$ cat src/rtl/alu_pkg.sv
// alu_pkg: shared op encodings, word width and sequencer state type
package alu_pkg;
  localparam int WORD_W = 64;
  localparam logic [1:0] OP_NOR = 2'b00;
  localparam logic [1:0] OP_XOR = 2'b01;
  localparam logic [1:0] OP_ADD = 2'b10;
  localparam logic [1:0] OP_SUB = 2'b11;
  typedef enum logic [1:0] {IDLE, RUN, DONE} seq_state_t;
endpackage

$ cat src/rtl/alu_wide_seq.sv
// alu_wide_seq: sequences WORDS x 64-bit operations through an external alu64bit, LSW first
module alu_wide_seq
  import alu_pkg::*;
#(
  parameter int WORDS = 2
) (
  input  logic                    clk,
  input  logic                    rst_n,
  input  logic                    req_valid,
  output logic                    req_ready,
  input  logic [WORDS*WORD_W-1:0] req_a,
  input  logic [WORDS*WORD_W-1:0] req_b,
  input  logic [1:0]              req_op,
  input  logic                    req_cin,
  output logic [WORD_W-1:0]       alu_a,
  output logic [WORD_W-1:0]       alu_b,
  output logic [1:0]              alu_op,
  output logic                    alu_cin,
  input  logic [WORD_W-1:0]       alu_s,
  input  logic                    alu_cout,
  output logic                    rsp_valid,
  input  logic                    rsp_ready,
  output logic [WORDS*WORD_W-1:0] rsp_s,
  output logic                    rsp_cout
);
  localparam int IW = WORDS > 1 ? $clog2(WORDS) : 1;
  seq_state_t                   state_q;
  logic [IW-1:0]                idx_q;
  logic                         carry_q;
  logic                         cout_q;
  logic [1:0]                   op_q;
  logic [WORDS-1:0][WORD_W-1:0] a_q, b_q, res_q;
  logic                         run;
  assign run       = state_q == RUN;
  assign req_ready = state_q == IDLE;
  assign rsp_valid = state_q == DONE;
  assign rsp_s     = res_q;
  assign rsp_cout  = cout_q;
  assign alu_a     = run ? a_q[idx_q] : '0;
  assign alu_b     = run ? b_q[idx_q] : '0;
  assign alu_op    = run ? op_q : 2'b00;
  assign alu_cin   = run & carry_q;
  always_ff @(posedge clk or negedge rst_n) begin
    if (!rst_n) begin
      state_q <= IDLE;
      idx_q   <= '0;
      carry_q <= 1'b0;
      cout_q  <= 1'b0;
      op_q    <= 2'b00;
      a_q     <= '0;
      b_q     <= '0;
      res_q   <= '0;
    end else begin
      case (state_q)
        IDLE: if (req_valid) begin
          a_q     <= req_a;
          b_q     <= req_b;
          op_q    <= req_op;
          carry_q <= req_cin;
          res_q   <= '0;
          idx_q   <= '0;
          state_q <= RUN;
        end
        RUN: begin
          res_q[idx_q] <= alu_s;
          carry_q      <= alu_cout;
          idx_q        <= idx_q + IW'(1);
          if (idx_q == IW'(WORDS - 1)) begin
            cout_q  <= alu_cout;
            state_q <= DONE;
          end
        end
        DONE: if (rsp_ready) state_q <= IDLE;
        default: state_q <= IDLE;
      endcase
    end
  end
endmodule

$ cat config.mk
export PLATFORM = sky130hd
export DESIGN_NAME = alu_wide_seq
export DESIGN_NICKNAME = d
export VERILOG_FILES = /design/src/rtl/alu_pkg.sv /design/src/rtl/alu_wide_seq.sv
export SDC_FILE = /design/constraint.sdc
export NUM_CORES = 1
export LEC_CHECK = 0
export BUFFER_PORTS_ARGS = -buffer_cell sky130_fd_sc_hd__buf_2
export CORE_AREA = 2 2 230 232
export CTS_BUF_LIST = sky130_fd_sc_hd__clkbuf_4
export CTS_CLUSTER_DIAMETER = 150
export DETAILED_ROUTE_END_ITERATION = 8
export DIE_AREA = 0 0 232 234
export GPL_TIMING_DRIVEN = 1
export SLEW_MARGIN = 30
export SYNTH_ARGS = -nofsm -noshare
export SYNTH_HDL_FRONTEND = slang
export SYNTH_SLANG_ARGS = --single-unit
$ cat constraint.sdc
create_clock -name clk -period 2.2 [get_ports clk]
set_input_delay 0.33 -clock clk [delete_from_list [all_inputs] [get_ports clk]]
set_output_delay 0.33 -clock clk [all_outputs]
set_load 0.1 [all_outputs]
==> out/qor.yml <==
die:
  start_util_pct: 34.68
  rows: 84
  die_w_um: 232
  fp.coreArea_sq_um: 52020
  die_area_sq_um: 54290
  boundaryPins: 590
  die_h_um: 234
setup_path:
  required_ns: 1.87
  r2r_start: "idx_q"
  crit_end: "alu_b[43]"
  path_class: "register to primary output"
  cp_max_fo: 12
  cp.arrival_ns: 2.35
  r2r_slack_ns: 0.05
  rr_endpoint: "rsp_s[29]"
  worstRegToRegCells: 5
  startpoint_type: "register"
  crit_start: "idx_q"
  end_kind: "primary output"
cells_and_area:
  num-fill-cells: 4001
  stdcell_area_sq_um: 30660
  fin_nets: 2688
  final_layout_size_suffix_gt1_share_pct: 54.33
  syn_to_final_growth_pct: 69.93
placed_design:
  pre_cts_ws_ns: 0.2345
  hpwlAfterDp_um: 40470
  gp_congestion: 0.8182
  io_buffers: 589
  place_area_sq_um: 24190
global_route:
  track_usage_pct: 23.77
  grt_max_degree: 93
  overflow: 0
  grt_antenna_before_repair: 7
  grt_pass1_wl_um: 99070
  grt_pass1_vias: 16850
synthesis:
  synth_top_area_share_pct: 54.22
  synth_mux_area_share_pct: 23.32
  synth_top_family_by_area: "multiplexers"
  synth_ff_type: "dfrtp_1"
  async_flop_share_pct: 100.0
  yosys_warnings: 0
  synth_xor_area_share_pct: 0
  synth_compound_area_share_pct: 7.287
  syn_nets: 1697
  synth-adder-area-share_pct: 0
  avgSynthCellArea_sq_um: 13.18
  yosys.area_share.simple_pct: 10.66
  synth.distinct_cells: 25
  synthCells: 1369
  synth_edf_count: 0
  yosys-top-cells-area: "dfrtp_1, mux2_2, mux2i_1, a221o_1, and3b_1"
  synth_area_sq_um: 18040
  ys_ff_latch: 391
  seq_area_frac_synth_pct: 54.22
  yosysTopAreaCell: "dfrtp_1"
timing:
  setup_viol: 133
  drv_slew: 0
  min_period_over_period_pct: 121.8
  setup_ws_ns: -0.4797
  hold_viol: 0
  setup_tns_ns: -51.52
  min_period_ns: 2.680
  hold_ws_ns: 0.2299
  fmax_mhz: 373.2
  clock_skew_ns: 0.04540
  rsz0062_at_grt: "true"
  slew_headroom_pct: 35.92
  worstMarginPinSlew_ns: 0.9591
clock_tree:
  clock_path_buffers: 3
  cts-root-buf: "clkbuf_4"
  cts_tree: "built"
  cts_buffers: 108
  cts_sinks: 391
  cts.clk_slew.worst_paths_ns: 0.08
  htree_levels: 3
  clock_latency_ns: 0.87
detailed_routing:
  drc: 0
  dr.pass1.iters: 5
  post_drt_wl_per_cell_um: 21.40
  drt-vias-per-instance: 5.018
  routed_wl_um: 67300
  ant_nets: 0
  vias: 15780
  drt_iter0_markers: 777
outcome:
  violations: "negative setup slack"
  outcome: "complete, but fails checks"
worst_hold_path:
  min_path_type: "input port to register"
flow_run:
  cap_violations: 0
metal layers:
layer	wire [um]	global-route usage [%]	up-vias	share of wire, %
li1	-	-	7083	-
met1	26760	28.49	7921	40
met2	33010	39.56	636	49
met3	4964	6.821	142	7.4
met4	2564	11.08	0	3.8
met5	0	0	-	0
layout make-up:
type | instances | area, sq um | area share, %
antenna | 9 | 22.52 | 0.07345
clock buffer | 165 | 1239 | 4.040
clock inverter | 33 | 193.9 | 0.6325
inverter | 4 | 15.01 | 0.04897
multi-input combinational | 853 | 8822 | 28.77
sequential | 391 | 9793 | 31.94
tap | 688 | 860.8 | 2.807
timing repair buffer | 1002 | 9717 | 31.69
flip-flops by register name (all words and copies together), names as in the netlist:
| signal | flops |
|---|---|
| op_q | 2 |
| state_q | 2 |
| rsp_cout | 1 |
| carry_q | 1 |
| rsp_s | 128 |
| idx_q | 1 |
| b_q | 128 |
| a_q | 128 |
critical path, cell delays in order (launching register included):
cell and delay, ns:
dfrtp_4 0.49, buf_16 0.23, clkbuf_16 0.23, mux2i_2 0.30, nor2_4 0.07, buf_12 0.17
repair_timing:
item	4_1_cts	5_1_grt
cloned	13	5
buffers inserted	14	4
hold buffers	329	0
setup endpoints to repair	133	133
endpoints found under the hold margin	781	0
pin swaps	21	27
gates resized for setup	181	51
metrics by stage:
step                cells  utilization [%]
floorplan            1369                -
global placement     2575            46.51
detailed placement   2575            46.51
CTS                  3127            58.08
global route         3143            58.93
finish               3145            58.94
how the worst min path moves through the flow:
stage,end,slack (ns),start,cells past startpoint
6_report,a_q[54],0.23,req_a[54],3
5_1_grt,a_q[97],0.16,req_a[97],3
4_1_cts,a_q[54],0.11,req_a[54],3
3_5_place_dp,b_q[55],0.38,rst_n,1
3_3_place_gp,b_q[119],0.38,rst_n,1
2_1_floorplan,a_q[0],0.03,rst_n,0
cell families (layout without fill, tap and decap cells):
logic type / count (synthesis) / after routing
other: 0 / 9
and+or+nand+nor: 332 / 333
buffers and inverters: 126 / 1204
DFF: 391 / 391
AOI/OAI and AO/OA: 132 / 132
muxes: 388 / 388
Yosys cell counts, drive strengths merged, types with 4 or more instances:
| cell | instances |
|---|---|
| clkbuf | 45 |
| buf | 77 |
| nor2 | 133 |
| and3b | 64 |
| inv | 4 |
| mux2i | 129 |
| nor2b | 65 |
| dfrtp | 391 |
| a221o | 128 |
| mux2 | 259 |
| and3 | 64 |
cell usage in the layout, fill, tap and decap left out, drive strengths merged, types with 2 or more instances in the layout:
| master | netlist | layout |
|---|---|---|
| buf | 77 | 665 |
| dfrtp | 391 | 391 |
| dlygate4sd3 | 0 | 329 |
| mux2 | 259 | 259 |
| clkbuf | 45 | 169 |
| nor2 | 133 | 133 |
| mux2i | 129 | 129 |
| a221o | 128 | 128 |
| nor2b | 65 | 65 |
| and3 | 64 | 64 |
| and3b | 64 | 64 |
| clkinv | 0 | 27 |
| diode | 0 | 9 |
| inv | 4 | 5 |
| bufbuf | 0 | 4 |
| clkinvlp | 0 | 3 |
| or2b | 1 | 2 |
| bufinv | 0 | 2 |
Power is left out: the tool's default activity adds up to more than one toggle a clock period on the data nets, which glitch-free logic cannot reach.
